==> src/rtl/bus_arbiter_pkg.sv <==
// Shared constants, state type and small helpers for the three-master bus arbiter.
package bus_arbiter_pkg;

  localparam int ADDR_BUS_WIDTH = 32;
  localparam int DATA_BUS_WIDTH = 32;
  localparam int HOLD_CNT_WIDTH = 8;

  localparam logic [1:0] MASTER_LSU = 2'd0;
  localparam logic [1:0] MASTER_IF  = 2'd1;
  localparam logic [1:0] MASTER_DBG = 2'd2;
  localparam logic [1:0] GNT_NONE   = 2'd3;

  localparam logic [DATA_BUS_WIDTH-1:0] ZERO_WORD = '0;
  localparam logic                      INVALID   = 1'b0;

  typedef enum logic {
    ST_IDLE,
    ST_GRANT
  } arb_state_e;

  // One-hot mask for a master ID; GNT_NONE masks nothing.
  function automatic logic [2:0] id_mask(input logic [1:0] id);
    case (id)
      MASTER_LSU: return 3'b001;
      MASTER_IF:  return 3'b010;
      MASTER_DBG: return 3'b100;
      default:    return 3'b000;
    endcase
  endfunction

  function automatic logic [1:0] rr_next(input logic [1:0] id);
    return (id == MASTER_DBG) ? MASTER_LSU : id + 2'd1;
  endfunction

endpackage

==> src/rtl/bus_arbiter_if.sv <==
// Master-side and decoder-side signals of the arbiter, bundled for port hookup.
interface bus_arbiter_if;
  import bus_arbiter_pkg::*;

  logic [ADDR_BUS_WIDTH-1:0] m0_addr_i, m1_addr_i, m2_addr_i;
  logic [DATA_BUS_WIDTH-1:0] m0_data_i, m1_data_i, m2_data_i;
  logic                      m0_we_i, m1_we_i, m2_we_i;
  logic                      m0_rd_i, m1_rd_i, m2_rd_i;
  logic [DATA_BUS_WIDTH-1:0] m0_data_o, m1_data_o, m2_data_o;
  logic                      m0_gnt_o, m1_gnt_o, m2_gnt_o;
  logic                      m0_stall_o, m1_stall_o, m2_stall_o;
  logic [ADDR_BUS_WIDTH-1:0] s_addr_o;
  logic [DATA_BUS_WIDTH-1:0] s_data_o;
  logic                      s_we_o, s_rd_o;
  logic [DATA_BUS_WIDTH-1:0] s_data_i;
  logic [1:0]                gnt_id_o;
  logic                      busy_o;

  // Arbiter side
  modport slave (
    input  m0_addr_i, m1_addr_i, m2_addr_i,
    input  m0_data_i, m1_data_i, m2_data_i,
    input  m0_we_i, m1_we_i, m2_we_i,
    input  m0_rd_i, m1_rd_i, m2_rd_i,
    output m0_data_o, m1_data_o, m2_data_o,
    output m0_gnt_o, m1_gnt_o, m2_gnt_o,
    output m0_stall_o, m1_stall_o, m2_stall_o,
    output s_addr_o, s_data_o, s_we_o, s_rd_o,
    input  s_data_i,
    output gnt_id_o, busy_o
  );

  // Requester / decoder side
  modport master (
    output m0_addr_i, m1_addr_i, m2_addr_i,
    output m0_data_i, m1_data_i, m2_data_i,
    output m0_we_i, m1_we_i, m2_we_i,
    output m0_rd_i, m1_rd_i, m2_rd_i,
    input  m0_data_o, m1_data_o, m2_data_o,
    input  m0_gnt_o, m1_gnt_o, m2_gnt_o,
    input  m0_stall_o, m1_stall_o, m2_stall_o,
    input  s_addr_o, s_data_o, s_we_o, s_rd_o,
    output s_data_i,
    input  gnt_id_o, busy_o
  );

endinterface

==> src/rtl/bus_arbiter_rr_picker.sv <==
// Combinational round-robin pick: first requester at or above ptr (with wrap),
// skipping the excluded ID.
module rr_picker
  import bus_arbiter_pkg::*;
(
  input  logic [2:0] req,
  input  logic [1:0] ptr,
  input  logic [1:0] excl,
  output logic [1:0] win,
  output logic       valid
);

  logic [2:0] cand;

  assign cand  = req & ~id_mask(excl);
  assign valid = |cand;

  always_comb begin
    win = GNT_NONE;
    case (ptr)
      2'd1: begin
        if      (cand[1]) win = MASTER_IF;
        else if (cand[2]) win = MASTER_DBG;
        else if (cand[0]) win = MASTER_LSU;
      end
      2'd2: begin
        if      (cand[2]) win = MASTER_DBG;
        else if (cand[0]) win = MASTER_LSU;
        else if (cand[1]) win = MASTER_IF;
      end
      default: begin
        if      (cand[0]) win = MASTER_LSU;
        else if (cand[1]) win = MASTER_IF;
        else if (cand[2]) win = MASTER_DBG;
      end
    endcase
  end

endmodule

==> src/rtl/bus_arbiter.sv <==
// Round-robin arbiter with per-grant hold limit sharing the decoder port among
// LSU (m0), instruction fetch (m1) and debug (m2).
//   state    | meaning
//   ST_IDLE  | no owner, shared port driven to idle values
//   ST_GRANT | gnt_q owns the port, hold_cnt counts cycles of this grant
module bus_arbiter
  import bus_arbiter_pkg::*;
#(
  parameter int unsigned HOLD_MAX = 8
) (
  input logic      clk,
  input logic      rst_n,
  bus_arbiter_if.slave bus
);

  localparam logic [HOLD_CNT_WIDTH-1:0] HOLD_LAST = HOLD_CNT_WIDTH'(HOLD_MAX - 1);

  arb_state_e                state_q, state_d;
  logic [1:0]                gnt_q, gnt_d;
  logic [1:0]                rr_ptr, rr_d;
  logic [HOLD_CNT_WIDTH-1:0] hold_cnt, hold_d;

  logic [2:0] req;
  logic [1:0] excl, pick_id;
  logic       pick_valid, owner_req, take, busy;
  logic       gnt0, gnt1, gnt2;

  assign req = {bus.m2_we_i | bus.m2_rd_i,
                bus.m1_we_i | bus.m1_rd_i,
                bus.m0_we_i | bus.m0_rd_i};

  // While granted the owner is excluded, so a pick always means a handover target.
  assign excl      = (state_q == ST_GRANT) ? gnt_q : GNT_NONE;
  assign owner_req = |(req & id_mask(gnt_q));

  rr_picker u_picker (
    .req  (req),
    .ptr  (rr_ptr),
    .excl (excl),
    .win  (pick_id),
    .valid(pick_valid)
  );

  always_ff @(posedge clk or negedge rst_n) begin
    if (!rst_n) begin
      state_q  <= ST_IDLE;
      gnt_q    <= GNT_NONE;
      rr_ptr   <= MASTER_LSU;
      hold_cnt <= '0;
    end else begin
      state_q  <= state_d;
      gnt_q    <= gnt_d;
      rr_ptr   <= rr_d;
      hold_cnt <= hold_d;
    end
  end

  always_comb begin
    state_d = state_q;
    gnt_d   = gnt_q;
    rr_d    = rr_ptr;
    hold_d  = hold_cnt;
    take    = 1'b0;
    case (state_q)
      ST_IDLE: take = pick_valid;
      ST_GRANT: begin
        if (!owner_req) begin
          take = pick_valid;
          if (!pick_valid) begin
            state_d = ST_IDLE;
            gnt_d   = GNT_NONE;
            hold_d  = '0;
          end
        end else if (hold_cnt == HOLD_LAST) begin
          take = pick_valid;
        end else begin
          hold_d = hold_cnt + HOLD_CNT_WIDTH'(1);
        end
      end
    endcase
    if (take) begin
      state_d = ST_GRANT;
      gnt_d   = pick_id;
      rr_d    = rr_next(pick_id);
      hold_d  = '0;
    end
  end

  assign busy = (state_q == ST_GRANT);
  assign gnt0 = busy & (gnt_q == MASTER_LSU);
  assign gnt1 = busy & (gnt_q == MASTER_IF);
  assign gnt2 = busy & (gnt_q == MASTER_DBG);

  always_comb begin
    bus.s_addr_o = ZERO_WORD;
    bus.s_data_o = ZERO_WORD;
    bus.s_we_o   = INVALID;
    bus.s_rd_o   = INVALID;
    if (gnt0) begin
      bus.s_addr_o = bus.m0_addr_i;
      bus.s_data_o = bus.m0_data_i;
      bus.s_we_o   = bus.m0_we_i;
      bus.s_rd_o   = bus.m0_rd_i;
    end else if (gnt1) begin
      bus.s_addr_o = bus.m1_addr_i;
      bus.s_data_o = bus.m1_data_i;
      bus.s_we_o   = bus.m1_we_i;
      bus.s_rd_o   = bus.m1_rd_i;
    end else if (gnt2) begin
      bus.s_addr_o = bus.m2_addr_i;
      bus.s_data_o = bus.m2_data_i;
      bus.s_we_o   = bus.m2_we_i;
      bus.s_rd_o   = bus.m2_rd_i;
    end
  end

  assign bus.m0_gnt_o   = gnt0;
  assign bus.m1_gnt_o   = gnt1;
  assign bus.m2_gnt_o   = gnt2;
  assign bus.m0_stall_o = req[0] & ~gnt0;
  assign bus.m1_stall_o = req[1] & ~gnt1;
  assign bus.m2_stall_o = req[2] & ~gnt2;
  assign bus.m0_data_o  = gnt0 ? bus.s_data_i : ZERO_WORD;
  assign bus.m1_data_o  = gnt1 ? bus.s_data_i : ZERO_WORD;
  assign bus.m2_data_o  = gnt2 ? bus.s_data_i : ZERO_WORD;
  assign bus.gnt_id_o   = busy ? gnt_q : GNT_NONE;
  assign bus.busy_o     = busy;

endmodule
==> src/flat_wrapper.sv <==
// flat-port wrapper written by rule: the top's interface ports become plain ports
module bus_arbiter_flat import bus_arbiter_pkg::*;
#(
  parameter int unsigned HOLD_MAX = 8
)
  (clk, rst_n, bus_m0_addr_i, bus_m1_addr_i, bus_m2_addr_i, bus_m0_data_i, bus_m1_data_i, bus_m2_data_i, bus_m0_we_i, bus_m1_we_i, bus_m2_we_i, bus_m0_rd_i, bus_m1_rd_i, bus_m2_rd_i, bus_m0_data_o, bus_m1_data_o, bus_m2_data_o, bus_m0_gnt_o, bus_m1_gnt_o, bus_m2_gnt_o, bus_m0_stall_o, bus_m1_stall_o, bus_m2_stall_o, bus_s_addr_o, bus_s_data_o, bus_s_we_o, bus_s_rd_o, bus_s_data_i, bus_gnt_id_o, bus_busy_o);
  bus_arbiter_if bus_i ();
  input logic clk;
  input logic rst_n;
  input wire logic [$bits(bus_i.m0_addr_i)-1:0] bus_m0_addr_i;
  input wire logic [$bits(bus_i.m1_addr_i)-1:0] bus_m1_addr_i;
  input wire logic [$bits(bus_i.m2_addr_i)-1:0] bus_m2_addr_i;
  input wire logic [$bits(bus_i.m0_data_i)-1:0] bus_m0_data_i;
  input wire logic [$bits(bus_i.m1_data_i)-1:0] bus_m1_data_i;
  input wire logic [$bits(bus_i.m2_data_i)-1:0] bus_m2_data_i;
  input wire logic [$bits(bus_i.m0_we_i)-1:0] bus_m0_we_i;
  input wire logic [$bits(bus_i.m1_we_i)-1:0] bus_m1_we_i;
  input wire logic [$bits(bus_i.m2_we_i)-1:0] bus_m2_we_i;
  input wire logic [$bits(bus_i.m0_rd_i)-1:0] bus_m0_rd_i;
  input wire logic [$bits(bus_i.m1_rd_i)-1:0] bus_m1_rd_i;
  input wire logic [$bits(bus_i.m2_rd_i)-1:0] bus_m2_rd_i;
  output wire logic [$bits(bus_i.m0_data_o)-1:0] bus_m0_data_o;
  output wire logic [$bits(bus_i.m1_data_o)-1:0] bus_m1_data_o;
  output wire logic [$bits(bus_i.m2_data_o)-1:0] bus_m2_data_o;
  output wire logic [$bits(bus_i.m0_gnt_o)-1:0] bus_m0_gnt_o;
  output wire logic [$bits(bus_i.m1_gnt_o)-1:0] bus_m1_gnt_o;
  output wire logic [$bits(bus_i.m2_gnt_o)-1:0] bus_m2_gnt_o;
  output wire logic [$bits(bus_i.m0_stall_o)-1:0] bus_m0_stall_o;
  output wire logic [$bits(bus_i.m1_stall_o)-1:0] bus_m1_stall_o;
  output wire logic [$bits(bus_i.m2_stall_o)-1:0] bus_m2_stall_o;
  output wire logic [$bits(bus_i.s_addr_o)-1:0] bus_s_addr_o;
  output wire logic [$bits(bus_i.s_data_o)-1:0] bus_s_data_o;
  output wire logic [$bits(bus_i.s_we_o)-1:0] bus_s_we_o;
  output wire logic [$bits(bus_i.s_rd_o)-1:0] bus_s_rd_o;
  input wire logic [$bits(bus_i.s_data_i)-1:0] bus_s_data_i;
  output wire logic [$bits(bus_i.gnt_id_o)-1:0] bus_gnt_id_o;
  output wire logic [$bits(bus_i.busy_o)-1:0] bus_busy_o;
  assign bus_i.m0_addr_i = bus_m0_addr_i;
  assign bus_i.m1_addr_i = bus_m1_addr_i;
  assign bus_i.m2_addr_i = bus_m2_addr_i;
  assign bus_i.m0_data_i = bus_m0_data_i;
  assign bus_i.m1_data_i = bus_m1_data_i;
  assign bus_i.m2_data_i = bus_m2_data_i;
  assign bus_i.m0_we_i = bus_m0_we_i;
  assign bus_i.m1_we_i = bus_m1_we_i;
  assign bus_i.m2_we_i = bus_m2_we_i;
  assign bus_i.m0_rd_i = bus_m0_rd_i;
  assign bus_i.m1_rd_i = bus_m1_rd_i;
  assign bus_i.m2_rd_i = bus_m2_rd_i;
  assign bus_m0_data_o = bus_i.m0_data_o;
  assign bus_m1_data_o = bus_i.m1_data_o;
  assign bus_m2_data_o = bus_i.m2_data_o;
  assign bus_m0_gnt_o = bus_i.m0_gnt_o;
  assign bus_m1_gnt_o = bus_i.m1_gnt_o;
  assign bus_m2_gnt_o = bus_i.m2_gnt_o;
  assign bus_m0_stall_o = bus_i.m0_stall_o;
  assign bus_m1_stall_o = bus_i.m1_stall_o;
  assign bus_m2_stall_o = bus_i.m2_stall_o;
  assign bus_s_addr_o = bus_i.s_addr_o;
  assign bus_s_data_o = bus_i.s_data_o;
  assign bus_s_we_o = bus_i.s_we_o;
  assign bus_s_rd_o = bus_i.s_rd_o;
  assign bus_i.s_data_i = bus_s_data_i;
  assign bus_gnt_id_o = bus_i.gnt_id_o;
  assign bus_busy_o = bus_i.busy_o;
  bus_arbiter #(.HOLD_MAX(HOLD_MAX)) u_core (.clk(clk), .rst_n(rst_n), .bus(bus_i));
endmodule
==> config.mk <==
export PLATFORM = sky130hd
export DESIGN_NAME = bus_arbiter_flat
export DESIGN_NICKNAME = d
export VERILOG_FILES = /design/src/rtl/bus_arbiter_pkg.sv /design/src/rtl/bus_arbiter_if.sv /design/src/rtl/bus_arbiter_rr_picker.sv /design/src/rtl/bus_arbiter.sv /design/src/flat_wrapper.sv
export SDC_FILE = /design/constraint.sdc
export NUM_CORES = 1
export LEC_CHECK = 0
export CAP_MARGIN = 10
export CORE_AREA = 2 2 158 160
export DETAILED_ROUTE_END_ITERATION = 8
export DIE_AREA = 0 0 160 162
export GPL_TIMING_DRIVEN = 0
export SYNTH_ARGS = -nofsm -noshare
export SYNTH_HDL_FRONTEND = slang
export SYNTH_SLANG_ARGS = --single-unit
==> constraint.sdc <==
create_clock -name clk -period 2 [get_ports clk]
set_input_delay 0.3 -clock clk [delete_from_list [all_inputs] [get_ports clk]]
set_output_delay 0.3 -clock clk [all_outputs]
set_load 0.05 [all_outputs]
==> flow_metrics.env, run 1 <==
export IMPL_status="finished, violations left"
export IMPL_violations="negative setup slack"
export IMPL_port_buffers=402
export IMPL_cp_end_kind="output port"
export IMPL_clockBufferDepth=2
export IMPL_reg2reg_from="u_core.gnt_q[1]$_DFFE_PN1P_"
export IMPL_grt_pass1_vias=5282
export IMPL_worstPathMaxFanout=6
export IMPL_rsz0062_at_grt="yes"
export IMPL_gp_congestion=0.878
export IMPL_ios=403
export IMPL_min_period_ns=2.31
export IMPL_irDropWorstVdd_mv=0.902
export IMPL_start_util=0.131
export IMPL_setup_viol=178
export IMPL_finalHoldViolations=0
export IMPL_slew_headroom=0.591
export IMPL_startpoint_type="flop"
export IMPL_crit_type="flop to output port"
export IMPL_drc_errors=0
export IMPL_cts_root_buf="clkbuf_16"
export IMPL_r2r_slack_ns=-0.20
export IMPL_wl_per_cell_um=19.4
export IMPL_reg2regPathDepth=10
export IMPL_globalRoute_totalOverflow=0
export IMPL_drive_above_1_share=0.536
export IMPL_drtPass1Iterations=4
export IMPL_drt_total_wl_um=24900
export IMPL_grt_max_degree=14
export IMPL_grt_first_pass_wirelength_um=32700
export IMPL_p_total_uw=17500
export IMPL_final_cell_mix="clkdlybuf4s50_1, buf_6, buf_8"
export IMPL_synth_distinct_cells=41
export IMPL_cts_sinks=13
export IMPL_period_share=1.16
export IMPL_core_area_mm2=0.0241
export IMPL_power_density_mw_per_mm2=1700
export IMPL_rows=57
export IMPL_dp_worst_setup_slack_ns=-1.32
export IMPL_viasPerCell=4.31
export IMPL_clock_skew_ns=0.00575
export IMPL_die_area_mm2=0.0259
export IMPL_synthCells=511
export IMPL_ant_nets=0
export IMPL_drt_iter0_drc=233
export IMPL_final_setup_worst_slack_ns=-0.314
export IMPL_slew_viol_final=0
export IMPL_nets=1198
export IMPL_synth_seq_area_share=0.104
export IMPL_yosys_warnings=0
export IMPL_antenna_found_initial=2
export IMPL_required_ns=1.70
export IMPL_place_area_mm2=0.00813
export IMPL_max_cap_viol_count=0
export IMPL_dp_hpwl_um=19000
export IMPL_htreeDepth=1
export IMPL_hold_path_class="primary input to asynchronous set/reset pin"
export IMPL_syn_nets=746
export IMPL_cts_made_buffers=3
export IMPL_synth_avg_cell_area_um2=6.18
export IMPL_arrival_ns=2.01
export IMPL_cts_tree="yes"
export IMPL_synth_edff_count=0
export IMPL_syn2layout_area_growth_pct=224
export IMPL_die_y_um=162
export IMPL_rr_endpoint="u_core.hold_cnt[7]$_DFFE_PN0P_"
export IMPL_ctsHoldBuffers=0
export IMPL_vias=5553
export IMPL_synth_seq_cells=13
export IMPL_ys_async_sr_fraction=1.00
export IMPL_insertion_delay_ns=0.25
export IMPL_clk_pin_slew_ns=0.05
export IMPL_leakage_uw=0.00420
export IMPL_syn_area_mm2=0.00316
export IMPL_fmax_mhz=432
export IMPL_synth_ff_type="dfrtp_1"
export IMPL_hold_ws_ns=0.442
export IMPL_die_width_um=160
export IMPL_final_cell_area_mm2=0.0102
export IMPL_track_usage=0.164
export IMPL_mostFrequentLayoutCell="clkdlybuf4s50_1"
export IMPL_worst_slew_pin_transition_ns=0.612
routing by layer:
layer,up-vias,part of all wire,GRT usage
li1,2638,-,-
met1,2606,0.41,0.196
met2,273,0.51,0.297
met3,34,0.059,0.0345
met4,2,0.026,0.0414
met5,-,0.00052,0
worst max-delay path by stage:
stage	from	end	slack, ns	cells after the start
after floorplan	u_core.gnt_q[0]$_DFFE_PN1P_	bus_s_data_o[1]	-0.06	6
after CTS	u_core.gnt_q[0]$_DFFE_PN1P_	bus_s_data_o[29]	-0.32	7
final	u_core.gnt_q[1]$_DFFE_PN1P_	bus_s_addr_o[15]	-0.31	8
after global placement	u_core.gnt_q[0]$_DFFE_PN1P_	bus_s_addr_o[18]	-1.30	7
after detailed placement	u_core.gnt_q[0]$_DFFE_PN1P_	bus_s_addr_o[31]	-1.32	7
after global routing	u_core.gnt_q[0]$_DFFE_PN1P_	bus_s_addr_o[15]	-0.36	8
critical path, cell delays in order, from the launching register on:
cell and delay [ns]:
dfstp_2 0.59, clkbuf_16 0.20, buf_12 0.14, buf_12 0.13, mux2i_4 0.25, nor2_1 0.07
a21oi_2 0.15, nor2_4 0.07, buf_8 0.16
cell type report:
cell class                      instances  area (um^2)
Clock inverter                          1         5.00
Timing Repair Buffer                  447         5070
Multi-Input combinational cell        443         3720
Clock buffer                            3         75.1
Tap cell                              324          405
Fill cell                            2376        13900
Antenna cell                            1         2.50
Inverter                               10         51.3
Buffer                                 45          579
Sequential cell                        13          329
power breakdown:
group / leakage, uW / internal (uW) / total (uW) / switching, uW
sequential: 0.000163 / 349 / 439 / 89.4
clock: 0.0000409 / 267 / 385 / 119
combinational: 0.00400 / 7070 / 16600 / 9560
total: 0.00420 / 7680 / 17500 / 9770
cells by family after synthesis:
kind of cell	after synthesis	synth area share
flip-flops	13	0.104
AO/OA/AOI/OAI	98	0.170
adder cells (fa/ha/maj)	3	0.0119
XOR/XNOR	2	0.00555
buffers and inverters	55	0.0697
AND/OR/NAND/NOR	272	0.424
multiplexers	68	0.215
registers in the layout, indices dropped and copies added (netlist names):
signal / cells
u_core.bus.busy_o: 1
u_core.gnt_q: 2
u_core.hold_cnt: 8
u_core.rr_ptr: 2
cell usage after synthesis (all sizes together), types with 2 or more instances:
| cell type | instances | area, um^2 |
|---|---|---|
| a21oi | 78 | 390 |
| nor3 | 4 | 20.0 |
| nand2 | 11 | 41.3 |
| nor4 | 2 | 18.8 |
| mux2i | 68 | 681 |
| and3 | 34 | 213 |
| inv | 9 | 33.8 |
| clkbuf | 32 | 120 |
| dfrtp | 11 | 275 |
| xnor2 | 2 | 17.5 |
| and2 | 64 | 400 |
| or2 | 4 | 25.0 |
| nand3b | 2 | 15.0 |
| nor2 | 137 | 514 |
| buf | 13 | 62.6 |
| o31ai | 2 | 15.0 |
| o21ai | 6 | 30.0 |
| ha | 3 | 37.5 |
| a22o | 2 | 17.5 |
| nand3 | 6 | 30.0 |
| nand2b | 3 | 18.8 |
| dfstp | 2 | 52.6 |
through the flow:
| step | instances | setup TNS, ns | utilization |
|---|---|---|---|
| 6_report | 1287 | -35.30 | 0.425 |
| 5_1_grt | 1287 | -46.79 | 0.425 |
| 4_1_cts | 1245 | -36.83 | 0.347 |
| 3_5_place_dp | 1237 | -154.67 | 0.337 |
| 3_3_place_gp | 1237 | -152.80 | 0.337 |
| 2_1_floorplan | 511 | -2.56 | - |
repair_timing:
| action | in CTS | in global routing |
|---|---|---|
| gates cloned | 4 | 13 |
| setup buffers | 0 | 29 |
| resized for setup | 1105 | 491 |
| setup endpoints to repair | 182 | 179 |
| pin swaps | 2 | 20 |
Power figures use the tool's default switching activity.
==> run 2: changes to the inputs <==
ABC_AREA = 1   (was not set)
CORE_AREA = 2 2 159 161   (was 2 2 158 160)
DIE_AREA = 0 0 161 163   (was 0 0 160 162)
==> flow_metrics.env, run 2 <==
export IMPL_timing_setup_tns_ns=-2.10
export IMPL_synth_seq_cells=13
export IMPL_top_regs="u_core.hold_cnt x8, u_core.gnt_q x2, u_core.rr_ptr x2"
export IMPL_insertion_delay_ns=0.24
export IMPL_syn_nets=805
export IMPL_leakage_uw=0.00465
export IMPL_rows=58
export IMPL_fmax_mhz=480
export IMPL_synth_top_cell_area_share=0.324
export IMPL_yosys_area_share_simple=0.704
export IMPL_synth_commonest_cells="nand2_1, nor2_1, nand3_1"
export IMPL_port_buffers=402
export IMPL_syn_area_mm2=0.00276
export IMPL_dp_worst_setup_slack_ns=-1.07
export IMPL_max_stage_delay_ns=0.52
export IMPL_startpoint_type="flop"
export IMPL_diodes=0
export IMPL_crit_type="flop to output port"
export IMPL_cts_made_buffers=3
export IMPL_die_width_um=161
export IMPL_hold_path_class="primary input to asynchronous set/reset pin"
export IMPL_cts_root_buf="clkbuf_16"
export IMPL_synth_distinct_cells=30
export IMPL_clk_pin_slew_ns=0.04
export IMPL_synth_avg_cell_area_um2=4.84
export IMPL_finalHoldViolations=0
export IMPL_critical_path_slowest_cell="dfstp_2"
export IMPL_yosysMostFrequentCell="nand2_1"
export IMPL_drt_total_wl_um=23200
export IMPL_slew_viol_final=0
export IMPL_ios=403
export IMPL_cts_sinks=13
export IMPL_synth_area_top_cells="nand2_1, nor2_1, nand3_1"
export IMPL_clock_skew_ns=0.00134
export IMPL_clockBufferDepth=2
export IMPL_track_usage=0.157
export IMPL_syn2layout_area_growth_pct=236
export IMPL_required_ns=1.70
export IMPL_period_share=1.04
export IMPL_synth_top_family_by_area="simple AND/OR/NAND/NOR gates"
export IMPL_cts_tree="yes"
export IMPL_synthMuxAreaShare=0
export IMPL_dp_hpwl_um=18000
export IMPL_worstPathBufferInverterCount=7
export IMPL_synth_fa_ha_area_frac=0.0136
export IMPL_arrival_ns=1.78
export IMPL_cp_end_kind="output port"
export IMPL_start_util=0.112
export IMPL_slew_headroom=0.600
export IMPL_power_density_mw_per_mm2=2010
export IMPL_worstPathMaxFanout=10
export IMPL_final_setup_worst_slack_ns=-0.0822
export IMPL_htreeDepth=1
export IMPL_status="finished, violations left"
export IMPL_synth_seq_area_share=0.119
export IMPL_vias=5303
export IMPL_ctsHoldBuffers=0
export IMPL_synth_xor_area_share=0
export IMPL_grt_pass1_vias=5053
export IMPL_place_area_mm2=0.00753
export IMPL_grt_max_degree=14
export IMPL_cp_common_cell="buf_12"
export IMPL_rsz0062_at_grt="yes"
export IMPL_globalRoute_totalOverflow=0
export IMPL_stdcell_count=1336
export IMPL_setup_viol=55
export IMPL_synthCells=570
export IMPL_core_area_mm2=0.0247
export IMPL_synth_edff_count=0
export IMPL_mostFrequentLayoutCell="clkdlybuf4s50_1"
export IMPL_final_cell_mix="clkdlybuf4s50_1, nand2_1, nor2_1"
export IMPL_path_delay_family="buffers and inverters"
export IMPL_drtPass1Iterations=4
export IMPL_final_core_util=0.376
export IMPL_antenna_found_initial=2
export IMPL_violations="negative setup slack"
export IMPL_die_y_um=163
export IMPL_yosysTopAreaCell="nand2_1"
export IMPL_drc_errors=0
export IMPL_viasPerCell=3.97
export IMPL_largest_reg_flops=8
export IMPL_path_cells="buf_6 -> inv_4 -> nand3_4 -> buf_12 -> inv_8 -> buf_12 -> buf_12 -> nand2_1 -> nand3_2 -> buf_8"
export IMPL_wl_per_cell_um=17.3
export IMPL_yosys_warnings=0
export IMPL_irDropWorstVdd_mv=1.13
export IMPL_final_cell_area_mm2=0.00928
export IMPL_gp_congestion=0.874
export IMPL_worst_slew_pin_transition_ns=0.598
export IMPL_fill_cells=2525
export IMPL_nets=1242
export IMPL_place_inst=1302
export IMPL_ys_async_sr_fraction=1.00
export IMPL_synth_ff_type="dfrtp_1"
export IMPL_grt_first_pass_wirelength_um=31800
export IMPL_drive_above_1_share=0.473
export IMPL_synth_compound_area_frac=0.0276
export IMPL_ant_nets=0
export IMPL_die_area_mm2=0.0262
export IMPL_regMostFlops="u_core.hold_cnt"
export IMPL_max_cap_viol_count=0
export IMPL_min_period_ns=2.08
export IMPL_drt_iter0_drc=244
[run 2: cells by family after synthesis]
group	after synthesis
AOI/OAI and AO/OA	10
and+or+nand+nor	452
buffers and inverters	92
adders and majority gates	3
DFF	13
[run 2: timing repair]
action / CTS / global route
pin swaps: 33 / 33
gates resized for setup: 1184 / 311
endpoints found under the setup margin: 170 / 133
cloned: 7 / 0
buffers inserted: 14 / 12
[run 2: final cells by class]
class                   instances  area (um^2)  share of cell area
well taps                     330          413              0.0445
repair buffers                432         4590               0.495
inverters                      60          248              0.0267
multi-input cells             465         3160               0.341
clock buffers                   4         78.8             0.00850
flip-flops and latches         13          329              0.0355
plain buffers                  32          460              0.0496
[run 2: stage by stage]
stage          power, uW  hold slack [ns]
6_report           18600            0.437
3_3_place_gp       14100            0.512
4_1_cts            17300            0.478
5_1_grt            19300            0.500
2_1_floorplan       9210          0.00441
3_5_place_dp       14100            0.506
[run 2: path summary, 6_finish.rpt]
| path | startpoint | to | slack [ns] | cells past startpoint |
|---|---|---|---|---|
| min in group clk | u_core.rr_ptr[1]$_DFFE_PN0N_ | u_core.rr_ptr[1]$_DFFE_PN0N_ | 0.51 | 2 |
| max in group asynchronous | rst_n | u_core.bus.busy_o$_DFF_PN0_ | 1.14 | 1 |
| hold reg to reg | u_core.rr_ptr[1]$_DFFE_PN0N_ | u_core.rr_ptr[1]$_DFFE_PN0N_ | 0.51 | 2 |
| hold / removal | rst_n | u_core.hold_cnt[0]$_DFFE_PN0P_ | 0.44 | 1 |
| setup reg to reg | u_core.gnt_q[1]$_DFFE_PN1P_ | u_core.rr_ptr[0]$_DFFE_PN0N_ | 0.25 | 11 |
| setup / recovery | u_core.gnt_q[1]$_DFFE_PN1P_ | bus_s_addr_o[14] | -0.08 | 10 |
[run 2: worst reg2reg max path, cell delays in order, from the launching register on]
cell and delay (ns):
dfstp_2 0.52, buf_6 0.12, buf_4 0.11, buf_4 0.11
nor2_1 0.04, nand2_1 0.08, nand3_2 0.14, nand2_1 0.13
nand2_2 0.11, inv_2 0.09, nor2_1 0.04, o21bai_1 0.14
[run 2: power breakdown]
group          switching [uW]  internal (uW)
clock                     112            269
sequential               59.1            349
combinational           11100           6770
total                   11200           7380
[run 2: routing by layer]
metal,share of wire,global-route usage,vias to the layer above
met4,0.031,0.0398,4
met2,0.50,0.270,208
met1,0.41,0.201,2440
met5,0.0012,0,-
li1,-,-,2612
met3,0.066,0.0316,39
==> run 3: changes to the inputs <==
PLACE_DENSITY = 0.57   (was not set)
==> flow_metrics.env, run 3 (same netlist as run 2, synthesis figures left out) <==
export IMPL_crit_type="flop to output port"
export IMPL_switching_share=0.614
export IMPL_final_setup_worst_slack_ns=-0.0815
export IMPL_worst_slew_pin_transition_ns=0.614
export IMPL_grt_max_degree=14
export IMPL_max_stage_delay_ns=0.52
export IMPL_mostFrequentLayoutCell="clkdlybuf4s50_1"
export IMPL_cts_sinks=13
export IMPL_ant_nets=0
export IMPL_rows=58
export IMPL_globalRoute_totalOverflow=0
export IMPL_max_cap_viol_count=0
export IMPL_clockPowerShare=0.022
export IMPL_dp_worst_setup_slack_ns=-1.03
export IMPL_grt_first_pass_wirelength_um=30800
export IMPL_diodes=0
export IMPL_ctsHoldBuffers=0
export IMPL_clk_pin_slew_ns=0.05
export IMPL_crit_cells=9
export IMPL_leakage_uw=0.00435
export IMPL_clock_skew_ns=0.00430
export IMPL_path_delay_family="buffers and inverters"
export IMPL_setup_viol=59
export IMPL_power_share_sequential=0.024
export IMPL_viasPerCell=3.91
export IMPL_drive_above_1_share=0.430
export IMPL_cp_common_cell="buf_6"
export IMPL_cts_made_buffers=3
export IMPL_syn2layout_area_growth_pct=218
export IMPL_final_cell_area_mm2=0.00877
export IMPL_r2r_slack_ns=0.24
export IMPL_wl_per_cell_um=16.4
export IMPL_antenna_found_initial=0
export IMPL_startpoint_type="flop"
export IMPL_largest_reg_flops=8
export IMPL_drtPass1Iterations=4
export IMPL_cp_end_kind="output port"
export IMPL_min_period_ns=2.08
export IMPL_insertion_delay_ns=0.24
export IMPL_startpoint="u_core.gnt_q[1]$_DFFE_PN1P_"
export IMPL_dp_hpwl_um=17200
export IMPL_slew_viol_final=0
export IMPL_vias=5215
export IMPL_die_area_mm2=0.0262
export IMPL_grt_pass1_vias=5022
export IMPL_start_util=0.112
export IMPL_reg2reg_from="u_core.gnt_q[1]$_DFFE_PN1P_"
export IMPL_fill_cells=2593
export IMPL_ff_latch_area_um2=329
export IMPL_status="finished, violations left"
export IMPL_die_y_um=163
export IMPL_rr_endpoint="u_core.rr_ptr[0]$_DFFE_PN0N_"
export IMPL_top_regs="u_core.hold_cnt x8, u_core.gnt_q x2, u_core.rr_ptr x2"
export IMPL_worstPathBufferInverterCount=6
export IMPL_rsz0062_at_grt="yes"
export IMPL_port_buffers=402
export IMPL_drc_errors=0
export IMPL_multi_input_area_mm2=0.00285
export IMPL_crit_end="bus_s_data_o[13]"
export IMPL_drt_iter0_drc=305
export IMPL_pwr_share_comb=0.954
export IMPL_slew_headroom=0.589
export IMPL_critical_path_slowest_cell="dfstp_2"
export IMPL_irDropWorstVdd_mv=0.850
export IMPL_hold_path_class="primary input to asynchronous set/reset pin"
export IMPL_p_total_uw=17500
export IMPL_track_usage=0.151
export IMPL_arrival_ns=1.78
export IMPL_switching_power_uw=10700
export IMPL_path_cells="buf_6 -> inv_2 -> nand3_4 -> inv_6 -> buf_12 -> buf_8 -> nand2_1 -> nand3_2 -> buf_6"
export IMPL_finalHoldViolations=0
export IMPL_gp_congestion=0.838
export IMPL_power_density_mw_per_mm2=1990
export IMPL_nets=1240
export IMPL_clockBufferDepth=2
export IMPL_stdcell_count=1334
export IMPL_htreeDepth=1
export IMPL_cts_tree="yes"
export IMPL_core_area_mm2=0.0247
export IMPL_reg2regPathDepth=11
export IMPL_ios=403
export IMPL_place_area_mm2=0.00753
export IMPL_regMostFlops="u_core.hold_cnt"
export IMPL_drt_total_wl_um=21800
export IMPL_period_share=1.04
export IMPL_die_width_um=161
export IMPL_required_ns=1.70
export IMPL_violations="negative setup slack"
export IMPL_worstPathMaxFanout=10
export IMPL_final_cell_mix="clkdlybuf4s50_1, nand2_1, buf_6"
export IMPL_p_int_uw=6730
export IMPL_fmax_mhz=480
export IMPL_hold_ws_ns=0.443
export IMPL_place_inst=1302
export IMPL_cts_root_buf="clkbuf_16"
run 3: cell count changes in the layout (fill, tap and decap cells not counted), moves of 8 or more:
cell / change
nand2_1: +54
nand2_2: -23
nand2_4: -30
buf_4: -8
buf_6: +30
nor2_2: +9
buf_8: -13
clkbuf_4: -18
buf_12: -9
buf_2: +15
nor2_1: -11
run 3: power groups by stage:
stage | clock [uW] | sequential [uW] | combinational (uW)
floorplan | 0 | 410 | 8800
global placement | 0 | 407 | 13700
detailed placement | 0 | 407 | 13700
CTS | 387 | 410 | 15400
global route | 396 | 422 | 17400
finish | 382 | 414 | 16700
run 3: metrics by stage:
stage	util	TNS, ns
after floorplan	-	-3.52
after global routing	0.356	-8.11
after global placement	0.305	-96.55
final	0.356	-2.86
after CTS	0.323	-6.78
after detailed placement	0.305	-98.03
run 3: worst min path at each step:
stage                                              end  slack [ns]  cells after the start
after floorplan            u_core.bus.busy_o$_DFF_PN0_       0.004                      0
after global placement    u_core.rr_ptr[1]$_DFFE_PN0N_        0.51                      2
after detailed placement  u_core.rr_ptr[1]$_DFFE_PN0N_        0.50                      2
after CTS                  u_core.bus.busy_o$_DFF_PN0_        0.48                      1
after global routing       u_core.bus.busy_o$_DFF_PN0_        0.52                      1
final                      u_core.bus.busy_o$_DFF_PN0_        0.44                      1
run 3: area by class of cell:
class,count,area share
timing repair buffer,432,0.507
multi-input combinational,465,0.325
tap,330,0.0471
buffer,30,0.0459
sequential,13,0.0375
inverter,60,0.0279
clock buffer,4,0.00898
run 3: what timing repair did:
| action | in CTS | in global routing |
|---|---|---|
| resized for setup | 1074 | 331 |
| buffers inserted | 10 | 15 |
| gates cloned | 7 | 0 |
| endpoints found under the setup margin | 170 | 114 |
| endpoints found under the hold margin | 0 | 0 |
| pin swaps | 5 | 26 |
run 3: layer usage:
| layer | wire, um | GRT usage | vias to the layer above |
|---|---|---|---|
| met5 | 0 | 0 | - |
| li1 | - | - | 2616 |
| met1 | 9490 | 0.203 | 2373 |
| met2 | 10400 | 0.252 | 203 |
| met4 | 456 | 0.0341 | 0 |
| met3 | 1530 | 0.0244 | 23 |
